===== config.mk =====
export PLATFORM = sky130hd
export DESIGN_NAME = fetch_queue
export DESIGN_NICKNAME = d
export VERILOG_FILES = /design/src/rtl/fetch_queue.sv
export SDC_FILE = /design/constraint.sdc
export NUM_CORES = 1
export LEC_CHECK = 0
export BUFFER_PORTS_ARGS = -buffer_cell sky130_fd_sc_hd__buf_4
export CELL_PAD_IN_SITES_DETAIL_PLACEMENT = 1
export CELL_PAD_IN_SITES_GLOBAL_PLACEMENT = 2
export CORE_MARGIN = 1.5
export CORE_UTILIZATION = 39
export CTS_CLUSTER_DIAMETER = 150
export CTS_CLUSTER_SIZE = 20
export DETAILED_ROUTE_END_ITERATION = 10
export PLACE_DENSITY_LB_ADDON = 0.1
export SYNTH_ARGS = -nofsm -noshare
export SYNTH_HDL_FRONTEND = slang
export SYNTH_SLANG_ARGS = --single-unit

===== constraint.sdc =====
create_clock -name clk -period 13.3 [get_ports clk]
set_input_delay 1.995 -clock clk [delete_from_list [all_inputs] [get_ports clk]]
set_output_delay 1.995 -clock clk [all_outputs]
set_load 0.01 [all_outputs]

===== src/rtl/fetch_queue.sv =====
// fetch_queue: instruction prefetch with req/ack memory port and PC-tagged FIFO.
// Optional halt detection is built when HALT_DETECT_EN is defined.
module fetch_queue #(
    parameter int          DEPTH    = 4,
    parameter logic [63:0] RESET_PC = 64'h2000
) (
    input  logic        clk,
    input  logic        reset,
    input  logic        redirect,
    input  logic [63:0] redirect_pc,
    output logic        mem_req,
    output logic [63:0] mem_addr,
    input  logic        mem_ack,
    input  logic [31:0] mem_rdata,
    output logic        out_valid,
    input  logic        out_ready,
    output logic [31:0] out_instr,
    output logic [63:0] out_pc,
    output logic        fetch_stopped
);

    localparam int AW = $clog2(DEPTH);
    localparam logic [AW:0] FULL = (AW + 1)'(DEPTH);
    localparam logic [AW:0] ONE  = (AW + 1)'(1);

    typedef enum logic [1:0] {IDLE, WAIT, DRAIN} state_t;

    state_t      state, state_nx;
    logic [AW:0] count, count_nx;
    logic [AW-1:0] rd_ptr, wr_ptr;
    logic [31:0] instr_q [DEPTH];
    logic [63:0] pc_q    [DEPTH];
    logic [63:0] fetch_pc, fetch_pc_nx, mem_addr_nx, redir_pc;
    logic        mem_req_nx, push, pop, slot_ok;
    logic        halt_hit, stopped, stopped_nx;

    assign redir_pc  = redirect_pc & ~64'd3;
    assign out_valid = (count != '0);
    assign pop       = out_valid && out_ready;
    assign push      = (state == WAIT) && mem_ack && !redirect;
    assign slot_ok   = (count_nx < FULL);
    assign out_instr = instr_q[rd_ptr];
    assign out_pc    = pc_q[rd_ptr];
    assign fetch_stopped = stopped;

`ifdef HALT_DETECT_EN
    assign halt_hit = push && (mem_rdata[31:27] == 5'h0f);
`else
    assign halt_hit = 1'b0;
`endif

    // Occupancy after this cycle's redirect/push/pop.
    always_comb begin
        count_nx = count;
        if (redirect)
            count_nx = '0;
        else if (push && !pop)
            count_nx = count + ONE;
        else if (pop && !push)
            count_nx = count - ONE;
    end

    // Fetch FSM: next state, request and fetch PC.
    always_comb begin
        state_nx    = state;
        mem_req_nx  = mem_req;
        mem_addr_nx = mem_addr;
        fetch_pc_nx = fetch_pc;
        stopped_nx  = stopped;
        unique case (state)
            IDLE: begin
                if (redirect) begin
                    fetch_pc_nx = redir_pc;
                    stopped_nx  = 1'b0;
                    state_nx    = WAIT;
                    mem_req_nx  = 1'b1;
                    mem_addr_nx = redir_pc;
                end else if (slot_ok && !stopped) begin
                    state_nx    = WAIT;
                    mem_req_nx  = 1'b1;
                    mem_addr_nx = fetch_pc;
                end
            end
            WAIT: begin
                if (redirect) begin
                    fetch_pc_nx = redir_pc;
                    stopped_nx  = 1'b0;
                    if (mem_ack)
                        mem_addr_nx = redir_pc;
                    else
                        state_nx = DRAIN;
                end else if (mem_ack) begin
                    fetch_pc_nx = mem_addr + 64'd4;
                    if (halt_hit) begin
                        stopped_nx = 1'b1;
                        mem_req_nx = 1'b0;
                        state_nx   = IDLE;
                    end else if (slot_ok) begin
                        mem_addr_nx = mem_addr + 64'd4;
                    end else begin
                        mem_req_nx = 1'b0;
                        state_nx   = IDLE;
                    end
                end
            end
            DRAIN: begin
                if (redirect) begin
                    fetch_pc_nx = redir_pc;
                    stopped_nx  = 1'b0;
                end
                if (mem_ack) begin
                    state_nx    = WAIT;
                    mem_addr_nx = redirect ? redir_pc : fetch_pc;
                end
            end
            default: state_nx = IDLE;
        endcase
    end

    // FSM and request registers.
    always_ff @(posedge clk) begin
        if (reset) begin
            state    <= IDLE;
            mem_req  <= 1'b0;
            mem_addr <= '0;
            fetch_pc <= RESET_PC;
            stopped  <= 1'b0;
        end else begin
            state    <= state_nx;
            mem_req  <= mem_req_nx;
            mem_addr <= mem_addr_nx;
            fetch_pc <= fetch_pc_nx;
            stopped  <= stopped_nx;
        end
    end

    // FIFO storage and pointers; redirect empties it.
    always_ff @(posedge clk) begin
        if (reset) begin
            count  <= '0;
            rd_ptr <= '0;
            wr_ptr <= '0;
            for (int i = 0; i < DEPTH; i++) begin
                instr_q[i] <= '0;
                pc_q[i]    <= '0;
            end
        end else if (redirect) begin
            count  <= '0;
            rd_ptr <= '0;
            wr_ptr <= '0;
        end else begin
            if (push) begin
                instr_q[wr_ptr] <= mem_rdata;
                pc_q[wr_ptr]    <= mem_addr;
                wr_ptr          <= wr_ptr + 1'b1;
            end
            if (pop)
                rd_ptr <= rd_ptr + 1'b1;
            count <= count_nx;
        end
    end

endmodule


======== Word level (Yosys, flattened, before mapping) ========
Memory sizes are Yosys's and may differ from the RTL's. A register that Yosys moved wholly into a read port is not among the register bits.
Index checks and enable logic that the tools add are counted.
storage, ports and cells
  RAM bits ................................ 384
  memories ................................ 2
  bits of input ports ..................... 101
  register bits ........................... 138
memory list
  memory   words  width  rd ports  clocked after memory_dff  write ports  RTL line  RTL
  pc_q     4      64     1         1                         4            32        logic [63:0] pc_q [DEPTH];
  instr_q  4      32     1         1                         4            31        logic [31:0] instr_q [DEPTH];
operators by class
  multiplexer cells ....................... 45
  equality and inequality tests ........... 11
  reductions and logical operators ........ 21
  order comparisons ....................... 1
  add/sub/neg operators ................... 5
operators by type and width
  cell                     count
  $mux W64                 11
  $pmux W64 S3             1
  $pmux W64 S2             1
  $add A64 B3 Y64 const B  1
  $reduce_or A64 Y1        1
  $mux W32                 1
  $reduce_or A32 Y1        1
  $mux W2                  13
  $ne A3 B3 Y1 const B     5
  $reduce_and A5 Y1        3
  $mux W1                  13
  $mux W3                  3
  $ne A2 B2 Y1 const B     4
  $pmux W2 S3              1
  $reduce_bool A3 Y1       2
  $logic_and A1 B1 Y1      5
  $add A2 B1 Y2 const B    2
  $reduce_bool A2 Y1       2
  $reduce_or A2 Y1         2
  $add A3 B1 Y3 const B    1
  $logic_not A1 Y1         3
  $lt A3 B3 Y1 const B     1
  $sub A3 B1 Y3 const B    1
  $eq A2 B1 Y1 const B     1
  other kinds (4)          4

======== Depth between registers and ports, before layout ========
Gate-level depths: netlist of run 1.
  depth in word-level cells ............... 13
  gate-level depth with buffers ........... 15
  gate-level depth less buffers ........... 12

======== Worst setup path before layout of run 1 ========
Ideal clock, no wire load.
  path kind ............................... input -> register
  from .................................... input port redirect
  to ...................................... memory instr_q[3][0] (enable)
  cell stages on the path ................. 5
  buffers on the path ..................... 0
  arrival ................................. 9.376 ns
  setup slack ............................. 3.241 ns
  data required time ...................... 12.617 ns
  library setup time ...................... 0.683 ns
  path through ............................ nor2_1 -> nand2_1 -> inv_1 -> nand2_1 -> o21ai_0
RTL lines
  element             RTL line  RTL
  start: declaration  9         input logic redirect,
  end: declaration    31

======== Worst setup path after layout of run 1 ========
  from .................................... input port redirect
  to ...................................... register mem_addr[60]
between the ends
  cells in the longest elaborated chain, start to end .. 10
  elaborated cells between the ends (all ways) .. 17
  classes of those cells .................. order compare: 1; eq/ne: 2; mux: 8; reduce/logical: 6
RTL lines
  element                             RTL line  RTL
  $logic_not A1 Y1                    40        assign push = (state == WAIT) && mem_ack && !redirect;
  $logic_and A1 B1 Y1                 40
  $logic_not A1 Y1                    59        else if (pop && !push)
  $logic_and A1 B1 Y1                 59
  $mux W3                             59
  $mux W3                             57        else if (push && !pop)
  $mux W3                             55        if (redirect)
  $lt A3 B3 Y1                        41        assign slot_ok = (count_nx < FULL);
  $ne A3 B3 Y1 (no source line)       -
  $reduce_and A5 Y1 (no source line)  -
  end signal: assignment              131       mem_addr <= mem_addr_nx;
  end: declaration                    12        output logic [63:0] mem_addr,
Parallel ways exist; a longest one is shown, timed or not. The select of a mux whose other input is x is not followed.
A chain may end at the register's enable or synchronous reset.

==> run_results.csv, run 1 <==
group,metric,value,unit
synthesis,ys.flop_type,"edfxtp_1",
grt,track_usage,0.2533,
floorplanning,dieWidth,255.8,microns
synthesis,synthTopCellsByCount,"384 x edfxtp_1, 318 x nor2_1, 253 x nand2_1, 140 x dfxtp_1, 138 x clkbuf_1",
synthesis,syn_nets,2353,
floorplanning,initial_core_util,0.3951,
setup_path,cp.arrival,6.52,ns
grt,grt_max_degree,98,
layout,design_area,28430,sq um
synthesis,synth.largest_area_cell,"edfxtp_1",
pwr,switching_share,0.2663,
synthesis,yosys_warnings,0,
synthesis,synth_area_leaders,"edfxtp_1 46%, dfxtp_1 11%, mux4_2 8.7%",
timing,setup_viol,0,
synthesis,yosysMostFrequentCell,"edfxtp_1",
placed_design,hpwl,53300,microns
synthesis,seq_area_frac_synth,0.5751,
drt,remaining_drc_errors,0,
pwr,pwr-share-clk,0.302,
timing,clock_skew,0.03685,ns
synthesis,synth_edf_count,384,
drt,drtAntennaViolNets,0,
pwr,power.net_switching,879.4,uW
drt,first_iter_violations,1291,
placed_design,port_buffers,260,
placed_design,placed_area,27550,sq um
cts,hold_buffers,0,
timing,rsz0062_at_grt,"no",
cts,clk_pin_slew_worst_paths,0.11,ns
setup_path,path_max_fanout,62,
layout,nNetsFinal,2499,
synthesis,synth.ff_latch_count,524,
synthesis,avgSynthCellArea,11.10,sq um
status,status,"complete, no violations",
synthesis,synthArstFlopShare,0,
placed_design,preCtsSetupSlack,6.715,ns
timing,hold_viol,0,
grt,grt_pass1_vias,19558,
cts,h-tree-depth,1,
grt,grt_overflow_total,0,
cts,clock_latency,0.62,ns
pwr,p_leak,0.01076,uW
pwr,pwr-share-seq,0.578,
timing,slew_headroom,0.1058,
grt,grt_pass1_wl,125900,microns
floorplanning,die_y,255.8,microns
setup_path,end_kind,"flop",
timing,fmaxAchievable,166.5,MHz
layout,fillCellCount,6853,
min_path,hp-class,"flop to flop",
synthesis,synthCells,2246,
setup_path,critPathKind,"primary input to flop",
synthesis,synth_cell_types,79,
cts,cts.sinks,524,
pwr,internal_power,2423,uW
synthesis,netlist.area_leader.share,0.4626,
cts,cts_root_buffer,"clkbuf_16",
timing,period_share,0.4517,
timing,tightestPinTransition,1.329,ns
cts,cts_tree,"yes",
drt,drt-wirelength-per-cell,25.87,microns
drt,vias,18823,
cts,cts_resized,0,
drt,first_pass_iters,4,
timing,period_minus_slack,6.007,ns
timing,layout_setup_ws,7.293,ns
cts,clock_path_buffers,3,
pwr,p_per_area,116.1,nW/um^2
floorplanning,core.rowCount,92,
timing,tns,0,ns
cts,cts_buffers,30,
run,maxCapViolations,0,
timing,drv_slew,0,
cts,post-cts-setup-buffers,0,
drt,routed_wl,84350,microns
layout,drive_above_1_share,0.1939,
pwr,ir_drop,0.09828,mV
setup_path,worstPathRequired,13.81,ns
grt,antenna_found_initial,2,
floorplanning,io_pins,264,
layout,area_delta_synth_final,14.06,%
floorplanning,die_area,65440,sq um
drt,via_per_inst,5.772,
pwr,combPwrFrac,0.119,
floorplanning,coreArea,63080,sq um
setup_path,critPathLaunchType,"primary input",
synthesis,synth_area,24930,sq um
placed_design,place_congestion,0.8281,
-- routing by layer --
metal  track usage  wire length (microns)  vias up
met5             0                     13        -
met4       0.05703                   1746        2
met3       0.03506                   4869       99
met2        0.4213                  40930      570
met1        0.3524                  36790     9742
li1              -                      -     8410
-- flip-flops by register name, summed over array words and instances (netlist names), named ones only --
name	cells
rd_ptr	2
fetch_pc	64
state	2
count	3
pc_q	256
mem_req	1
wr_ptr	2
mem_addr	64
instr_q	128
-- cells by family after synthesis --
kind of cell | count (synthesis) | synth area share
flip-flops | 524 | 0.5751
AND/OR/NAND/NOR | 828 | 0.1537
AO/OA/AOI/OAI | 427 | 0.1108
other | 1 | 0.0001505
adder cells (fa/ha/maj) | 7 | 0.003413
multiplexers | 97 | 0.08719
XOR/XNOR | 60 | 0.02108
buffers and inverters | 302 | 0.04864
-- final timing paths --
kind | endpoint | cells past startpoint | slack [ns] | start
max | mem_addr[60] | 13 | 7.29 | redirect
min reg2reg | fetch_pc[22] | 1 | 0.49 | fetch_pc[22]
min | fetch_pc[22] | 1 | 0.49 | fetch_pc[22]
max reg2reg | mem_addr[60] | 13 | 8.67 | state[1]
-- cell usage in the layout (no fill, tap or decap), types with 8 or more instances in the layout --
cell type / instances
and4_1: 14
a22oi_1: 29
mux4_2: 96
nand2_1: 251
inv_1: 115
and2_1: 63
buf_4: 298
a21o_1: 9
o21a_1: 8
nand4_1: 28
xor2_1: 15
a21oi_1: 100
nand3_1: 29
clkbuf_1: 22
a211oi_1: 18
xnor2_1: 45
edfxtp_1: 384
nor3_1: 32
o32ai_1: 20
clkbuf_16: 31
dfxtp_1: 138
o22ai_1: 32
nand2b_1: 24
o211ai_1: 11
nor4_1: 14
a31oi_1: 14
nor2_1: 315
and3_1: 17
o21ai_0: 107
-- power by group through the flow --
stage	logic [uW]	registers, uW	clock network, uW
3_3_place_gp	389	1940	0
4_1_cts	398	1910	1030
3_5_place_dp	397	1950	0
2_1_floorplan	228	1920	0
6_report	395	1910	998
5_1_grt	425	1920	1080
-- cell type report --
class	instances	area, sq um	area share
diodes	1	2.502	0.00008802
clock buffers	53	858.3	0.03019
flip-flops and latches	524	14340	0.5044
well taps	846	1059	0.03723
inverters	118	442.9	0.01558
multi-input cells	1420	9473	0.3332
clock inverters	1	16.27	0.0005721
repair buffers	298	2237	0.07869
-- worst max-delay path, cell delays in order --
cell and delay (ns):
buf_4 0.50, nor2_2 0.08, buf_4 0.31, nand2_1 0.54, inv_1 0.37, buf_4 0.30, ha_1 0.27, nand3b_1 0.24
a2111o_1 0.45, nand3_1 0.09, buf_4 0.51, nor2_1 0.40, a221o_1 0.38
-- per-stage QoR --
stage | instances | power [uW] | hold slack [ns] | utilization
after global routing | 3260 | 3419 | 0.5091 | 0.4507
final | 3261 | 3302 | 0.4873 | 0.4507
after detailed placement | 3206 | 2342 | 0.4645 | 0.4368
after CTS | 3260 | 3332 | 0.4902 | 0.4507
after global placement | 3206 | 2328 | 0.4507 | 0.4368
after floorplan | 2246 | 2145 | 0.4438 | -
(Power assumes the default switching activity.)
==> run 2, diff against run 1 <==
clock period = 6.3 ns   (was 13.3 ns; I/O delays follow)
==> run 2 against run 1 <==
Cell area rose by 0.17%. Wire length shrank 1.0%. Critical path depth fell by 10. Sequential power up 110%. Largest cell class unchanged. Power grew 110%. Largest power group unchanged.
==> run_results.csv, run 2 (same netlist as run 1, synthesis figures left out) <==
group,metric,value,unit
placed_design,hpwl,52490,microns
min_path,holdPathStages,1,
cts,post-cts-setup-buffers,0,
floorplanning,initial_core_util,0.3951,
pwr,switching_share,0.2638,
timing,drv_slew,0,
layout,regMostFlops,"pc_q",
grt,track_usage,0.2508,
status,status,"complete, no violations",
drt,via_per_inst,5.718,
layout,final_cell_mix,"384 x edfxtp_1, 315 x nor2_1, 293 x buf_4",
pwr,p_per_area,244.1,nW/um^2
placed_design,preCtsSetupSlack,1.957,ns
cts,h-tree-depth,1,
placed_design,place_congestion,0.8399,
pwr,ir_drop,0.1774,mV
drt,remaining_drc_errors,0,
layout,largest_reg_flops,256,
setup_path,cpPeakStageDelay,0.96,ns
timing,period_minus_slack,3.887,ns
cts,cts.sinks,524,
setup_path,worstPathRequired,5.35,ns
drt,drtAntennaViolNets,0,
setup_path,reg2reg_from,"count[0]",
pwr,pwr-share-clk,0.301,
placed_design,port_buffers,260,
floorplanning,core.rowCount,92,
setup_path,critPathLaunchType,"flop",
setup_path,reg2regPathDepth,13,
layout,nNetsFinal,2499,
setup_path,timing.critical_path.mode_cell,"buf_4",
floorplanning,die_y,255.8,microns
layout,area_delta_synth_final,14.26,%
layout,ff_latch_area,14340,sq um
timing,setup_viol,0,
floorplanning,dieWidth,255.8,microns
drt,vias,18642,
setup_path,path_max_fanout,58,
pwr,p_leak,0.01078,uW
grt,grt_max_degree,97,
timing,fmaxAchievable,257.3,MHz
drt,routed_wl,83470,microns
cts,clock_path_buffers,3,
timing,tightestPinTransition,1.054,ns
cts,cts_root_buffer,"clkbuf_16",
grt,grt_pass1_wl,125000,microns
layout,final_common_cell,"edfxtp_1",
layout,top_regs,"pc_q x256, instr_q x128",
cts,clk_pin_slew_worst_paths,0.09,ns
pwr,combPwrFrac,0.119,
cts,hold_buffers,0,
timing,layout_setup_ws,2.413,ns
min_path,hp-class,"flop to flop",
cts,cts_resized,0,
drt,first_iter_violations,1312,
min_path,min-delay-start,"fetch_pc[22]",
setup_path,cp.arrival,2.94,ns
timing,period_share,0.6170,
cts,cts_tree,"yes",
grt,grt_overflow_total,0,
setup_path,reg2reg_to,"mem_addr[48]",
cts,clock_latency,0.62,ns
min_path,min_to,"fetch_pc[22]",
timing,slew_headroom,0.2906,
layout,drive_above_1_share,0.1935,
placed_design,dp.cells,3206,
pwr,internal_power,5119,uW
setup_path,end_kind,"output port",
layout,antenna_cells,0,
grt,grt_pass1_vias,19337,
cts,cts_buffers,30,
layout,fillCellCount,6842,
timing,hold_viol,0,
timing,rsz0062_at_grt,"no",
floorplanning,io_pins,264,
setup_path,reg2reg_setup_slack,2.85,ns
run,maxCapViolations,0,
setup_path,cp_slowest_cell,"dfxtp_4",
layout,stdcell_count,3260,
drt,drt-wirelength-per-cell,25.61,microns
pwr,pwr-share-seq,0.580,
pwr,power.net_switching,1834,uW
floorplanning,coreArea,63080,sq um
setup_path,critPathKind,"flop to output port",
setup_path,crit_chain,"buf_4 -> mux4_2 -> buf_4",
floorplanning,die_area,65440,sq um
grt,antenna_found_initial,1,
layout,multi_input_area,9462,sq um
drt,first_pass_iters,5,
timing,clock_skew,0.04585,ns
-- run 2: cell types whose count changed in the layout (fill, tap and decap cells not counted) --
cell and change:
buf_12 +5, buf_4 -5, diode_2 -1, nand2_1 +1
nand2_2 -1, nand2_4 +1, nand2_8 -1
-- run 2: through the flow --
stage	total power, uW	hold WS, ns	instance area [sq um]	setup TNS (ns)	util
4_1_cts	7030	0.4940	28480	0	0.4515
6_report	6953	0.4937	28480	0	0.4515
3_5_place_dp	4943	0.4685	27600	0	0.4376
2_1_floorplan	4524	0.4438	24930	-733.41	-
5_1_grt	7202	0.5253	28480	0	0.4515
3_3_place_gp	4915	0.4523	27600	0	0.4376
-- run 2: worst max-delay path, delay by kind of cell, from the launching register on --
kind	cells	cell delay, ns
muxes	1	0.45
buffers and inverters	2	0.85
DFF	1	0.96
-- run 2: area by class of cell --
class                           instances  share of cell area
Clock buffer                           53             0.03014
Timing Repair Buffer                  298             0.08075
Clock inverter                          1           0.0005712
Multi-Input combinational cell       1420              0.3322
Inverter                              118             0.01555
Tap cell                              846             0.03717
Sequential cell                       524              0.5036
-- run 2: routing by layer --
metal | vias up | share of wire | global-route usage | routed length [microns]
li1 | 8400 | - | - | -
met1 | 9671 | 0.45 | 0.3553 | 37480
met2 | 494 | 0.48 | 0.4136 | 39930
met3 | 77 | 0.052 | 0.02882 | 4299
met4 | 0 | 0.021 | 0.05769 | 1764
met5 | - | 0 | 0 | 0
-- run 2: power groups by stage --
stage	sequential (uW)	clock [uW]	combinational, uW
2_1_floorplan	4040	0	481
3_3_place_gp	4100	0	819
3_5_place_dp	4110	0	833
4_1_cts	4030	2160	837
5_1_grt	4060	2250	895
6_report	4030	2090	829
-- run 2: worst max path at each step --
stage | start | end | cells after the start
after global placement | redirect | mem_addr[52] | 11
final | flop | out_pc[48] | 3
after floorplan | redirect | instr_q[0][0] | 3
after CTS | flop | out_pc[48] | 3
after detailed placement | redirect | mem_addr[60] | 11
after global routing | flop | out_pc[48] | 3
==> run 3, diff against run 2 <==
CORE_UTILIZATION = 35   (was 39)
clock period = 3.43 ns   (was 6.3 ns; I/O delays follow)
==> run 3 against run 2 <==
Global-route usage shrank 1.5 points. Via count grew 1.6%. Register-to-register slack lost 2.5 ns. Critical path type is now flop to flop.
==> run_results.csv, run 3 (same netlist as run 1, synthesis figures left out) <==
group,metric,value,unit
status,status,"complete, no violations",
min_path,hp-class,"primary input to flop",
setup_path,reg2reg_from,"count[0]",
floorplanning,io_pins,264,
timing,hold_viol,0,
layout,top_regs,"pc_q x256, instr_q x128",
drt,first_pass_iters,5,
cts,cts_buffers,30,
cts,cts_resized,0,
timing,clock_skew,0.03792,ns
pwr,p_per_area,443.5,nW/um^2
grt,grt_overflow_total,0,
setup_path,path_max_fanout,23,
timing,period_share,0.9019,
setup_path,end_kind,"flop",
cts,hold_buffers,0,
layout,post-route-util,0.4164,
setup_path,critPathLaunchType,"flop",
grt,grt_max_degree,97,
layout,regMostFlops,"pc_q",
drt,first_iter_violations,1435,
setup_path,reg2reg_to,"mem_addr[58]",
run,maxCapViolations,0,
timing,tns,0,ns
drt,drt-wirelength-per-cell,25.56,microns
layout,final_common_cell,"edfxtp_1",
cts,clk_pin_slew_worst_paths,0.10,ns
drt,routed_wl,87670,microns
layout,final_cell_mix,"384 x edfxtp_1, 360 x buf_4, 315 x nor2_1",
floorplanning,initial_core_util,0.3547,
pwr,total_power,12980,uW
setup_path,crit_family,"simple AND/OR/NAND/NOR gates",
drt,via_per_inst,5.521,
setup_path,crit_chain,"inv_1 -> ha_1 -> nand2b_1 -> nand2_1 -> ha_1 -> nand3b_1 -> a2111o_1 -> nand3_1 -> buf_4 -> nand2_1 -> o21ai_0 -> o2bb2ai_1",
layout,area_delta_synth_final,17.39,%
placed_design,place_congestion,0.8219,
timing,rsz0062_at_grt,"no",
timing,period_minus_slack,3.094,ns
pwr,ir_drop,0.4262,mV
floorplanning,core.rowCount,97,
placed_design,hpwl,56940,microns
cts,cts.sinks,524,
timing,setup_viol,0,
setup_path,cp_slowest_cell,"a2111o_1",
cts,post-cts-setup-buffers,0,
layout,multi_input_area,9459,sq um
placed_design,dp.cells,3375,
layout,ff_latch_area,14340,sq um
grt,grt_pass1_wl,130000,microns
cts,clock_path_buffers,3,
timing,drv_slew,0,
setup_path,critPathKind,"flop to flop",
cts,clock_latency,0.64,ns
timing,fmaxAchievable,323.3,MHz
cts,cts_root_buffer,"clkbuf_16",
pwr,p_leak,0.01119,uW
layout,largest_reg_flops,256,
setup_path,crit_buf_inv,2,
floorplanning,dieWidth,269.9,microns
setup_path,reg2regPathDepth,12,
drt,drtAntennaViolNets,0,
min_path,min-delay-start,"mem_ack",
min_path,min_to,"state[1]",
min_path,holdPathStages,2,
placed_design,port_buffers,260,
floorplanning,die_y,269.9,microns
setup_path,crit_cells,12,
setup_path,cpPeakStageDelay,0.47,ns
grt,antenna_found_initial,3,
grt,grt_pass1_vias,19643,
setup_path,cp.arrival,3.65,ns
layout,stdcell_count,3430,
layout,nNetsFinal,2574,
timing,slew_headroom,0.1785,
timing,tightestPinTransition,1.228,ns
layout,drive_above_1_share,0.2174,
layout,fillCellCount,7600,
setup_path,reg2reg_setup_slack,0.34,ns
floorplanning,die_area,72820,sq um
drt,remaining_drc_errors,0,
drt,vias,18938,
cts,h-tree-depth,1,
cts,cts_tree,"yes",
setup_path,worstPathRequired,3.99,ns
floorplanning,coreArea,70270,sq um
grt,track_usage,0.2360,
run 3: per-layer routing:
metal	track usage	share of wire	vias up
met5	0	0.00011	-
met3	0.02925	0.049	83
li1	-	-	8556
met2	0.3882	0.47	493
met1	0.3368	0.46	9804
met4	0.04287	0.015	2
run 3: cell type report:
class                      count  share of cell area
multi-input combinational   1420              0.3233
sequential                   524              0.4901
tap                          940             0.04020
antenna                        1          0.00008552
clock buffer                  53             0.02934
clock inverter                 1           0.0005559
timing repair buffer         373              0.1013
inverter                     118             0.01514
run 3: through the flow:
| stage | hold WS [ns] | area [sq um] | setup WS (ns) |
|---|---|---|---|
| finish | 0.1484 | 29260 | 0.3365 |
| global route | 0.1279 | 29260 | 0.1640 |
| CTS | 0.1041 | 29260 | 0.3666 |
| detailed placement | 0.4615 | 28380 | 0.2970 |
| global placement | 0.4529 | 28380 | 0.3543 |
| floorplan | 0.4438 | 24950 | -0.6679 |
run 3: how the worst max path moves through the flow:
stage                         end  slack, ns      from
finish               mem_addr[58]       0.34  count[0]
CTS                  mem_addr[58]       0.37  count[0]
floorplan           instr_q[0][0]      -0.67  state[1]
global placement      mem_addr[9]       0.35  redirect
global route          mem_addr[9]       0.16  count[0]
detailed placement    mem_addr[9]       0.30  redirect
run 3: power by group:
group / switching [uW] / internal, uW
Combinational: 1070 / 686
Sequential: 203 / 7080
Clock: 2220 / 1710
Total: 3500 / 9480
run 3: worst register-to-register path, cell delays in order (launching register included):
cell,delay [ns]
dfxtp_1,0.38
inv_1,0.08
ha_1,0.21
nand2b_1,0.10
nand2_1,0.13
ha_1,0.26
nand3b_1,0.25
a2111o_1,0.47
nand3_1,0.17
buf_4,0.39
nand2_1,0.31
o21ai_0,0.18
o2bb2ai_1,0.13
